File: src/rtl/fdiv_issue.sv
// fdiv_issue: credit-based issue control for a fixed-latency divide datapath,
// with an in-order result buffer that can never overflow.
module fdiv_issue #(
  parameter int LAT   = 2,
  parameter int DEPTH = 4
) (
  input  logic        clk,
  input  logic        rst_n,
  input  logic        in_valid,
  output logic        in_ready,
  input  logic [31:0] in_a,
  input  logic [31:0] in_b,
  output logic [31:0] dp_a,
  output logic [31:0] dp_b,
  input  logic [31:0] dp_y,
  input  logic        dp_error,
  input  logic        dp_overflow,
  output logic        out_valid,
  input  logic        out_ready,
  output logic [31:0] out_y,
  output logic        out_error,
  output logic        out_overflow,
  output logic        busy,
  output logic [7:0]  err_cnt
);
  localparam int AW = $clog2(DEPTH);
  localparam logic [AW:0] FULL = (AW+1)'(DEPTH);

  logic [LAT-1:0] v;
  logic [33:0]    mem [DEPTH];
  logic [AW-1:0]  wr_ptr, rd_ptr;
  logic [AW:0]    count;
  logic [3:0]     inflight;
  logic           fire, push, pop;

  always_comb begin
    inflight = '0;
    for (int i = 0; i < LAT; i++) inflight = inflight + 4'(v[i]);
  end

  // every in-flight op already owns a buffer slot; a same-cycle pop frees nothing yet
  assign in_ready  = rst_n && ((6'(count) + 6'(inflight)) < 6'(DEPTH));
  assign fire      = in_valid && in_ready;
  assign dp_a      = fire ? in_a : '0;
  assign dp_b      = fire ? in_b : '0;
  assign push      = v[LAT-1];
  assign out_valid = count != '0;
  assign pop       = out_valid && out_ready;
  assign {out_y, out_error, out_overflow} = out_valid ? mem[rd_ptr] : 34'h0;
  assign busy      = out_valid || (v != '0);

  always_ff @(posedge clk or negedge rst_n) begin
    if (!rst_n) begin
      v       <= '0;
      wr_ptr  <= '0;
      rd_ptr  <= '0;
      count   <= '0;
      err_cnt <= '0;
    end else begin
      v <= {v[LAT-2:0], fire};
      if (push) wr_ptr <= wr_ptr + 1'b1;
      if (pop) rd_ptr <= rd_ptr + 1'b1;
      if (push != pop) count <= push ? count + 1'b1 : count - 1'b1;
      if (push && dp_error && err_cnt != 8'hFF) err_cnt <= err_cnt + 1'b1;
    end
  end

  always_ff @(posedge clk) begin
    if (push) mem[wr_ptr] <= {dp_y, dp_error, dp_overflow};
  end

  no_overflow: assert property (@(posedge clk) disable iff (!rst_n) !(push && count == FULL));
endmodule

File: config.mk
export PLATFORM = sky130hd
export DESIGN_NAME = fdiv_issue
export DESIGN_NICKNAME = d
export VERILOG_FILES = /design/src/rtl/fdiv_issue.sv
export SDC_FILE = /design/constraint.sdc
export NUM_CORES = 1
export LEC_CHECK = 0
export ABC_AREA = 1
export BUFFER_PORTS_ARGS = -buffer_cell sky130_fd_sc_hd__buf_4
export CAP_MARGIN = 25
export CORE_MARGIN = 2
export CORE_UTILIZATION = 50
export DETAILED_ROUTE_END_ITERATION = 6
export PLACE_DENSITY_LB_ADDON = 0.05
export SLEW_MARGIN = 10
export SYNTH_ARGS = -nofsm -noshare
export SYNTH_HDL_FRONTEND = slang
export SYNTH_SLANG_ARGS = --single-unit
export TNS_END_PERCENT = 100
File: constraint.sdc
create_clock -name clk -period 3.6 [get_ports clk]
set_input_delay 0.72 -clock clk [delete_from_list [all_inputs] [get_ports clk]]
set_output_delay 0.72 -clock clk [all_outputs]
set_load 0.01 [all_outputs]
Word level (Yosys, flattened, before mapping)
Memory sizes are Yosys's and may differ from the RTL's.
Index checks and enable logic that the tools add are counted.

storage, ports and cells
  register bits = 17
  latch bits = 0
  memory bits (writable) = 136
  ROM bits = 0
  input bits = 102
  output and inout bits = 109
  word-level logic and storage cells = 30
  memories kept = 1

memories
  name  words  bits a word  read ports  clocked after memory_dff  write ports  RTL line  text
  mem   4      34           1           0                         1            30        logic [33:0] mem [DEPTH];

cells by class
  $add $sub $neg = 7
  multiply operators = 0
  div/mod/pow operators = 0
  order comparisons = 1
  equality and inequality tests = 2
  shifts and indexed selects = 0
  muxes and demuxes = 6
  bitwise operators = 0
  reductions and logical operators = 8

operator list
  operator             number
  $mux 32              2
  $mux 34              1
  $add 8x1->8 const B  1
  $ne 8x8->1 const B   1
  $logic_and 1x1->1    5
  $add 2x1->2 const B  2
  $add 3x2->4          1
  $lt 4x3->1 const B   1
  $add 3x1->3 const B  1
  $mux 3               1
  $reduce_bool 3->1    1
  $sub 3x1->3 const B  1
  $add 1x1->2          1
  $mux 1               2
  $reduce_bool 2->1    1
  $logic_or 1x1->1     1
  $ne 1x1->1           1

Depth between registers and ports, before layout
Gate-level depths: netlist (run 1).

  word-level depth = 6
  mapped depth = 8

Worst setup path after synthesis (run 1)
No wires, ideal clock.

  kind = flip-flop to output port
  from = register count[0]
  to = output port dp_b[22]
  arrival time = 1441 ps
  required time = 2880 ps
  slack = 1439 ps
  stages on the path, launching flop included = 9
  cells stage by stage = dfrtp_1 -> ha_1 -> nand2_1 -> inv_1 -> o21ai_2 -> nand3_1 -> buf_4 -> buf_6 -> nor2_1

on the way
  cells in the longest elaborated chain, start to end = 5

ends and longest elaborated chain
  what                    RTL line  text
  start, declared         32        logic [AW:0] count;
  start signal, assigned  63        if (push != pop) count <= push ? count + 1'b1 : count - 1'b1;
  $add 3x2->4             42        assign in_ready = rst_n && ((6'(count) + 6'(inflight)) < 6'(DEPTH));
  $lt 4x3->1              42
  $logic_and 1x1->1       42
  $logic_and 1x1->1       43        assign fire = in_valid && in_ready;
  $mux 32                 45        assign dp_b = fire ? in_b : '0;
  end, declared           14        output logic [31:0] dp_b,

No other way between the ends.

Worst setup path in the final report (run 1)
  from = register count[0]
  to = output port dp_b[8]

The elaborated chain is that of the path after synthesis.

==> results by group, run 1 <==
Power and ir drop
  – P_leak: ~4.0 nW
  – Logic pwr share: about two fifths
  – Pwr/cell area: between 700 and 800 nW/um^2
  – Clock group share of total power: between 20 and 30%
  – P_int: between 4 and 5 mW
  – Sw frac: between 30% and 40%
  – NetSw: about 2.3 mW
  – Peak supply drop: roughly 410 uV
  – Sequential fraction of design power: about a third

Route
  – Final ANT Viol Nets: 0
  – Total number of vias: between 5000 and 6000
  – WL final: 16900 um
  – DR WL/cell: 15.88 um
  – Routed vias/inst: 4.932
  – DRC: 0
  – DRT Pass-1 Iters: 5
  – Iter 0 DRT Violations: 395

GRT
  – First-pass GRT wire length: around 26000 um
  – Antenna violations before repair: 0
  – Vias in the first global route: 5054
  – Largest net degree at the start of global routing: 70
  – Gr usage total: between 20% and 30%
  – Remaining global-route overflow: 0

Place
  – Dpl hpwl: approximately 10000 um
  – Routability congestion estimate: 0.7722
  – I/O Buffers: between 200 and 250

STA
  – Minimum clock period: 3070 ps
  – Peak Freq: around 330 MHz
  – Final setup viols: 0
  – Final Hold Fails: 0
  – TNS Setup: 0 ps
  – Final Max Slew Viols: 0
  – Slew @ Worst Pin: between 800 and 900 ps
  – RSZ-0062 raised after global routing: false
  – Clock Skew: roughly 6.8 ps
  – Final period util: 85.29%
  – WHS: 163.3 ps
  – Worst slew margin: roughly 41%

Clocking
  – Post-CTS sizing: 0
  – Worst-path clk slew: 60 ps
  – Setup Buffers After CTS: 0
  – Clock sinks: about 150
  – Root Driver: clkbuf_16
  – Worst-Skew Late Latency: 420 ps
  – H-tree levels: 4
  – Hold buffers post-CTS: 0
  – TritonCTS clock tree: yes
  – CTS Buffer Depth: 2
  – CTS Buf Count: 17

Synthesis
  – YS warnings: 0
  – Netlist cell types: 23
  – Seq/Total Area, Yosys: 66.51%
  – Netlist Area Pre-Place: 6780 um^2
  – Syn Inst Count: 672
  – Syn avg cell area: 10.09 um^2
  – Seq cells post-synth: 153
  – Post-Syn Nets: a little under 800

Floorplan
  – Die footprint: ~15000 um^2
  – Die width: ~120 um
  – Total core area: around 13000 um^2
  – Die Ht: about 120 um
  – IO Count: ~210
  – Row count: 42
  – Starting density of the core: 51.20%

Worst setup path
  – CP Capture Type: primary output
  – WS Path Type: reg2out
  – CP Max Fanout: 64
  – Critical path required time: ~2900 ps
  – Reg2Reg Depth: 4
  – FF-to-FF End: mem[1][4]$_DFFE_PP_
  – Worst Setup Start Kind: flip-flop
  – Crit path DAT: between 2000 and 2500 ps
  – RR Startpoint: wr_ptr[0]$_DFFE_PN0P_
  – Worst reg2reg setup slack: approximately 1500 ps

Layout
  – Final #Nets: roughly 980
  – Multi-input gate area: 1753 um^2
  – Fillers: 1031
  – Layout cells sized above 1: between 20 and 30%
  – N_diodes: 0
  – Sequential cell area: approximately 4500 um^2
  – Syn-to-layout area delta: 33.44%

Worst hold path
  – Worst hold path type: in2async

Outcome
  – Status: finished, final reports clean

Flow run
  – Max Cap Viol: 0
worst max-delay path, cell delays in order (launching register included):
cell and delay (ps):
dfrtp_1 450, ha_1 300, nand2_1 60, inv_1 50, o21ai_2 140, nand3_2 90
buf_4 310, nor2_1 340, buf_4 190
flip-flops by register name (all words and copies together) (netlist names):
register,flops
count,3
wr_ptr,2
v,2
err_cnt,8
mem,136
rd_ptr,2
layout by cell type (no fill, tap or decap), types with 3 or more instances in the layout:
cell type   Yosys  layout
buf_4           3     217
inv_1          83      79
nor2_1        211     211
a21oi_1        35      35
dfrtp_1        17      16
inv_2           3       6
clkinvlp_4      0       3
clkbuf_16       0      17
bufinv_16       0       4
clkbuf_1        7       3
nand3_1         9       8
o21ai_0        64      64
o21ai_1         7       7
clkinv_2        0       3
nand2_1        59      59
ha_1            6       6
edfxtp_1      136     136
Yosys cell counts:
master / count / area share [%]
clkbuf_1: 7 / 0.39
nor2_1: 211 / 12
buf_1: 1 / 0.055
edfxtp_1: 136 / 60
nand3_1: 9 / 0.66
nand3b_1: 1 / 0.11
xor2_1: 2 / 0.26
buf_6: 6 / 1.0
fa_1: 1 / 0.30
inv_2: 3 / 0.17
o21ai_2: 1 / 0.13
a21oi_1: 35 / 2.6
ha_1: 6 / 1.1
dfrtp_1: 17 / 6.3
o21ai_0: 64 / 4.7
nand2_1: 59 / 3.3
buf_4: 3 / 0.33
nand4_1: 1 / 0.092
buf_2: 16 / 1.2
xnor2_1: 2 / 0.26
inv_1: 83 / 4.6
o21ai_1: 7 / 0.52
nand2_2: 1 / 0.092
logic make-up (layout without fill, tap and decap cells):
logic type      after synthesis  in the layout  share of synthesized area (%)
xor+xnor                      4              4                         0.5168
simple gates                282            282                          15.91
compound gates              107            107                          7.954
buf+inv                     119            335                          7.714
flops                       153            153                          66.51
fa+ha+maj                     7              7                          1.402
how the worst max path moves through the flow:
stage                          from  endpoint  slack (ps)  depth (start not counted)
2_1_floorplan  count[0]$_DFFE_PN0P_  dp_b[22]        1440                          8
3_3_place_gp                  rst_n   dp_b[8]         860                          7
3_5_place_dp                  rst_n   dp_b[8]         830                          7
4_1_cts        count[0]$_DFFE_PN0P_   dp_b[8]         570                          8
5_1_grt        count[0]$_DFFE_PN0P_   dp_b[8]         400                          8
6_report       count[0]$_DFFE_PN0P_   dp_b[8]         530                          8
per-layer routing:
metal,global-route usage (%),part of all wire [%]
met1,32.32,43
met2,36.76,50
met3,5.755,6.2
met4,7.558,1.1
met5,0,0
layout make-up:
| type | count | area share (%) |
|---|---|---|
| clock inverter | 12 | 1.936 |
| timing repair buffer | 217 | 18.01 |
| inverter | 86 | 3.568 |
| multi-input combinational | 400 | 19.37 |
| tap | 176 | 2.434 |
| sequential | 153 | 49.85 |
| clock buffer | 20 | 4.826 |
power groups by stage:
stage | Combinational (mW) | Clock [mW] | Sequential (mW)
floorplan | 1.48 | 0 | 2.26
global placement | 2.48 | 0 | 2.28
detailed placement | 2.53 | 0 | 2.28
CTS | 2.56 | 1.86 | 2.25
global route | 2.82 | 1.93 | 2.27
finish | 2.54 | 1.84 | 2.25
metrics by stage:
step / instances / total power, mW / setup WS (ps) / utilization [%] / cell area [um^2]
6_report: 1064 / 6.621 / 529.7 / 68.32 / 9047
5_1_grt: 1064 / 7.016 / 404.1 / 68.32 / 9047
4_1_cts: 1064 / 6.664 / 568.6 / 68.32 / 9047
3_5_place_dp: 1032 / 4.818 / 831.5 / 63.70 / 8436
3_3_place_gp: 1032 / 4.760 / 857.1 / 63.70 / 8436
2_1_floorplan: 672 / 3.737 / 1439 / - / 6780
No activity file was read; power rests on OpenSTA's default activity.
==> run 2, diff against run 1 <==
Settings changed: CELL_PAD_IN_SITES_DETAIL_PLACEMENT set to 1, CELL_PAD_IN_SITES_GLOBAL_PLACEMENT set to 1, CORE_UTILIZATION 50 to 42.
Clock period 3.6 ns to 3.8 ns, I/O delays scaled along.
==> results by group, run 2 (synthesized netlist as in run 1, its figures left out) <==
Outcome
  – Status: finished, final reports clean

Clocking
  – TritonCTS clock tree: yes
  – CTS Buf Count: 17 (unchanged)
  – H-tree levels: 4 (unchanged)
  – Worst-Skew Late Latency: 420 ps (about the same)
  – Root Driver: clkbuf_16
  – Post-CTS sizing: 0 (unchanged)
  – Hold buffers post-CTS: 0 (unchanged)
  – Clock sinks: 153 (unchanged)
  – Setup Buffers After CTS: 0 (unchanged)
  – Worst-path clk slew: 60 ps (about the same)
  – CTS Buffer Depth: 2 (unchanged)

Floorplan
  – Total core area: 15830 um^2 (+20%)
  – IO Count: 211 (unchanged)
  – Row count: 46 (+9.5%)
  – Die width: 131.1 um (+8.8%)
  – Die footprint: 17180 um^2 (+18%)
  – Die Ht: 131.1 um (+8.8%)
  – Starting density of the core: 42.84% (-8.4 points)

Route
  – Iter 0 DRT Violations: 277 (-30%)
  – DRC: 0 (unchanged)
  – Total number of vias: 5321 (+1.4%)
  – Final ANT Viol Nets: 0 (unchanged)
  – DRT Pass-1 Iters: 4 (-1)
  – DR WL/cell: 17.37 um (+9.3%)
  – WL final: 19190 um (+14%)
  – Routed vias/inst: 4.815 (-2.4%)

Layout
  – Commonest non-fill, non-tap cell in the layout: buf_4
  – Post-Layout Cell Count: 1105 (+3.9%)
  – Layout cells sized above 1: 28.57% (-0.26 points)
  – Final #Nets: 985 (+0.10%)
  – Syn-to-layout area delta: 33.42% (about the same)
  – Biggest registers after layout: mem x136, err_cnt x8, count x3
  – N_diodes: 0 (unchanged)
  – Design area: 9046 um^2 (about the same)
  – Most frequent cells in the layout: buf_4, nor2_1, edfxtp_1
  – Number of flip-flops in the largest register: 136 (unchanged)
  – Most flops, register: mem

GRT
  – Antenna violations before repair: 0 (unchanged)
  – Vias in the first global route: 5484 (+8.5%)
  – Gr usage total: 21.91% (-1.5 points)
  – GRT busiest layer: met2
  – Met1 Use GR: 26.10% (-6.2 points)
  – M2 GR Usage: 39.38% (+2.6 points)
  – Remaining global-route overflow: 0 (unchanged)
  – GR Util met3: 4.992% (-0.76 points)
  – First-pass GRT wire length: 28130 um (+8.3%)
  – Largest net degree at the start of global routing: 70 (unchanged)

STA
  – WHS: 194.6 ps (+31.30 ps)
  – Minimum clock period: approximately 3000 ps
  – Clock Skew: 7.781 ps (+0.9679 ps)
  – RSZ-0062 raised after global routing: false
  – Final setup viols: 0 (unchanged)
  – Final Hold Fails: 0 (unchanged)
  – Slew @ Worst Pin: 802.0 ps (-74.76 ps)
  – Worst slew margin: 46.20% (+5.0 points)
  – Final period util: between 70% and 80%
  – TNS Setup: 0 ps (unchanged)
  – Final Max Slew Viols: 0 (unchanged)
  – Peak Freq: roughly 330 MHz

Power and ir drop
  – P_leak: 3.998 nW (-0.97%)
  – Peak supply drop: 434.9 uV (+6.9%)
  – Pwr/cell area: 680.2 nW/um^2 (-7.0%)

Worst setup path
  – CP Max Fanout: 64 (unchanged)
  – WS Path Type: reg2out
  – Critical path required time: 3040 ps (+160 ps)
  – Cell mode on critical path: buf_4
  – Worst Setup Start Kind: flip-flop
  – CP max stage delay: 490 ps (+40 ps)
  – CP Capture Type: primary output
  – CP Cell Sequence: ha_1 -> nand2_1 -> inv_1 -> o21ai_2 -> nand3_2 -> buf_4 -> nor2_1 -> buf_4
  – Crit path DAT: 2280 ps (-70 ps)
  – Worst path slowest cell: buf_4

Place
  – DP Area: 8493 um^2 (+0.68%)
  – I/O Buffers: 210 (unchanged)
  – Dpl cells: 1073 (+4.0%)
  – Dpl hpwl: 12770 um (+22%)
  – Routability congestion estimate: 0.8024 (+3.9%)

Flow run
  – Max Cap Viol: 0 (unchanged)

Worst hold path
  – Worst hold path type: in2async
## run 2: layout make-up
| class | instances | area (um^2) |
|---|---|---|
| clock buffers | 19 | 432.9 |
| clock inverters | 13 | 120.1 |
| fillers | 1784 | 6782 |
| inverters | 86 | 322.8 |
| multi-input cells | 400 | 1753 |
| flip-flops and latches | 153 | 4511 |
| well taps | 216 | 270.3 |
| repair buffers | 218 | 1637 |
## run 2: report_power, final
part           switching [mW]  internal [mW]
registers               0.105           2.03
clock network           0.681          0.905
logic                    1.47          0.962
## run 2: final timing paths
| kind | depth (start not counted) | startpoint | to | slack (ps) |
|---|---|---|---|---|
| min in group clk | 0 | v[0]$_DFF_PN0_ | v[1]$_DFF_PN0_ | 450 |
| max reg2reg | 4 | wr_ptr[0]$_DFFE_PN0P_ | mem[3][1]$_DFFE_PP_ | 1690 |
| max in group asynchronous | 1 | rst_n | rd_ptr[0]$_DFFE_PN0P_ | 3390 |
| min | 1 | rst_n | err_cnt[1]$_DFFE_PN0P_ | 190 |
| min reg2reg | 0 | v[0]$_DFF_PN0_ | v[1]$_DFF_PN0_ | 450 |
| max | 8 | count[0]$_DFFE_PN0P_ | dp_a[17] | 760 |
## run 2: through the flow
step | utilization [%] | power (mW) | setup WS [ps]
after floorplan | - | 3.540 | 1599
after global placement | 53.66 | 4.542 | 1083
after detailed placement | 53.66 | 4.633 | 1044
after CTS | 57.15 | 6.235 | 717.4
final | 57.15 | 6.154 | 760.2
after global routing | 57.15 | 6.543 | 577.5
## run 2: per-layer routing
layer | share of wire, % | vias up
met5 | 0 | -
met4 | 1.4 | 0
met3 | 5.4 | 23
met2 | 53 | 124
met1 | 40 | 2589
li1 | - | 2585
## run 2: worst max-delay path, delay by kind of cell, from the launching register on
kind | cells | cell delay [ps]
buf+inv | 3 | 760
flops | 1 | 450
fa+ha+maj | 1 | 310
simple gates | 3 | 240
compound gates | 1 | 70
==> run 3, diff against run 2 <==
Settings changed: CORE_UTILIZATION 42 to 39.
Clock period 3.8 ns to 3.2 ns, I/O delays scaled along.
==> results by group, run 3 (synthesized netlist as in run 1, its figures left out) <==
Outcome
  – Status: finished, final reports clean

Route
  – Iter 0 DRT Violations: 265 (-4.3%)
  – Final ANT Viol Nets: 0 (unchanged)
  – Routed vias/inst: 4.858 (+0.88%)
  – DRT Pass-1 Iters: 4 (unchanged)
  – WL final: 19580 um (+2.0%)
  – Total number of vias: 5402 (+1.5%)
  – DRC: 0 (unchanged)
  – DR WL/cell: 17.61 um (+1.4%)

GRT
  – Vias in the first global route: 5802 (+5.8%)
  – GR Util met3: 5.406% (+0.41 points)
  – M2 GR Usage: 37.96% (-1.4 points)
  – Met1 Use GR: 24.93% (-1.2 points)
  – Gr usage total: 21.31% (-0.60 points)
  – First-pass GRT wire length: 29750 um (+5.7%)
  – Antenna violations before repair: 0 (unchanged)
  – GRT busiest layer: met2
  – Remaining global-route overflow: 0 (unchanged)
  – Largest net degree at the start of global routing: 70 (unchanged)

Floorplan
  – Starting density of the core: 39.61% (-3.2 points)
  – Row count: 48 (+4.3%)
  – Total core area: 17120 um^2 (+8.1%)
  – Die width: 135.9 um (+3.7%)
  – IO Count: 211 (unchanged)
  – Die footprint: 18460 um^2 (+7.5%)
  – Die Ht: 135.9 um (+3.7%)

Worst setup path
  – CP Capture Type: primary output
  – Crit path DAT: 2120 ps (-160 ps)
  – CP Max Fanout: 44 (-31%)
  – WS Path Type: reg2out
  – Critical path required time: 2560 ps (-480 ps)
  – Worst Setup Start Kind: flip-flop

STA
  – Final Max Slew Viols: 0 (unchanged)
  – Final period util: between 80 and 90%
  – TNS Setup: 0 ps (unchanged)
  – Final setup viols: 0 (unchanged)
  – Slew @ Worst Pin: 942.6 ps (+140.6 ps)
  – Clock Skew: 9.693 ps (+1.912 ps)
  – Final Hold Fails: 0 (unchanged)
  – Peak Freq: between 300 and 400 MHz
  – Minimum clock period: between 2000 and 3000 ps
  – Worst slew margin: 37.07% (-9.1 points)
  – RSZ-0062 raised after global routing: false

Power and ir drop
  – Logic pwr share: 39.3% (-0.2 points)
  – P_int: 4.867 mW (+25%)
  – NetSw: 2.761 mW (+22%)
  – Tot Pwr: 7.627 mW (+24%)
  – Pwr/cell area: 832.7 nW/um^2 (+22%)
  – Sequential fraction of design power: 33.3% (-1.4 points)
  – Clock group share of total power: 27.3% (+1.5 points)
  – Peak supply drop: 617.3 uV (+42%)
  – P_leak: 4.068 nW (+1.7%)
  – Sw frac: 36.19% (-0.48 points)

Clocking
  – Clock sinks: 153 (unchanged)
  – Root Driver: clkbuf_16
  – Hold buffers post-CTS: 0 (unchanged)
  – Setup Buffers After CTS: 0 (unchanged)
  – TritonCTS clock tree: yes
  – Worst-Skew Late Latency: 420 ps (about the same)
  – CTS Buf Count: 17 (unchanged)
  – CTS Buffer Depth: 2 (unchanged)
  – H-tree levels: 4 (unchanged)
  – Post-CTS sizing: 0 (unchanged)
  – Worst-path clk slew: 70 ps (about the same)

Place
  – Dpl hpwl: 12370 um (-3.2%)
  – I/O Buffers: 210 (unchanged)
  – Routability congestion estimate: 0.7249 (-9.7%)

Worst hold path
  – Worst hold path type: in2async

Layout
  – N_diodes: 0 (unchanged)
  – Biggest registers after layout: mem x136, err_cnt x8, count x3
  – Layout cells sized above 1: 29.09% (+0.52 points)
  – Number of flip-flops in the largest register: 136 (unchanged)
  – Commonest non-fill, non-tap cell in the layout: buf_4
  – Syn-to-layout area delta: 35.10%
  – Final #Nets: 983 (-0.20%)
  – Most frequent cells in the layout: buf_4, nor2_1, edfxtp_1
  – Most flops, register: mem

Flow run
  – Max Cap Viol: 0 (unchanged)
run 3: worst paths after layout:
path | endpoint | slack (ps) | cells past startpoint | from
worst min-delay path | err_cnt[2]$_DFFE_PN0P_ | 80 | 1 | rst_n
worst max register to register | mem[1][22]$_DFFE_PP_ | 1310 | 2 | v[1]$_DFF_PN0_
max in group asynchronous | rd_ptr[1]$_DFFE_PN0P_ | 2900 | 1 | rst_n
worst min register to register | v[1]$_DFF_PN0_ | 430 | 0 | v[0]$_DFF_PN0_
min in group clk | mem[1][3]$_DFFE_PP_ | 410 | 1 | dp_y[1]
worst max-delay path | out_y[29] | 440 | 5 | rd_ptr[0]$_DFFE_PN0P_
run 3: power groups by stage:
stage | combinational (mW) | clock, mW | sequential, mW
3_3_place_gp | 2.93 | 0 | 2.57
3_5_place_dp | 3.02 | 0 | 2.58
2_1_floorplan | 1.66 | 0 | 2.54
4_1_cts | 3.06 | 2.12 | 2.55
6_report | 3.00 | 2.08 | 2.54
5_1_grt | 3.33 | 2.19 | 2.57
run 3: through the flow:
| stage | utilization (%) | std cells | setup WS [ps] | area [um^2] | hold slack [ps] |
|---|---|---|---|---|---|
| final | 53.52 | 1112 | 439.6 | 9160 | 75.87 |
| after floorplan | - | 672 | 1119 | 6780 | 344.4 |
| after global routing | 53.52 | 1112 | 313.3 | 9160 | 81.93 |
| after CTS | 53.52 | 1112 | 419.7 | 9160 | 74.76 |
| after global placement | 49.90 | 1080 | 803.0 | 8541 | 401.2 |
| after detailed placement | 49.90 | 1080 | 811.6 | 8541 | 410.4 |
run 3: cell type report:
type                    count  area, um^2
inverters                  86       322.8
clock buffers              17       425.4
fillers                  1933        7956
multi-input cells         400        1753
flip-flops and latches    153        4512
clock inverters            15       193.9
well taps                 225       281.5
repair buffers            216        1672
run 3: metal layers:
layer	vias to the layer above	part of all wire [%]
met5	-	0
met2	132	53
met4	0	2.0
li1	2593	-
met3	32	4.7
met1	2645	40
run 3: critical path: stages (launching register included):
cell and delay (ps):
dfrtp_2 430, inv_2 380, buf_12 270, o21ai_0 120, a21oi_1 300, buf_4 180
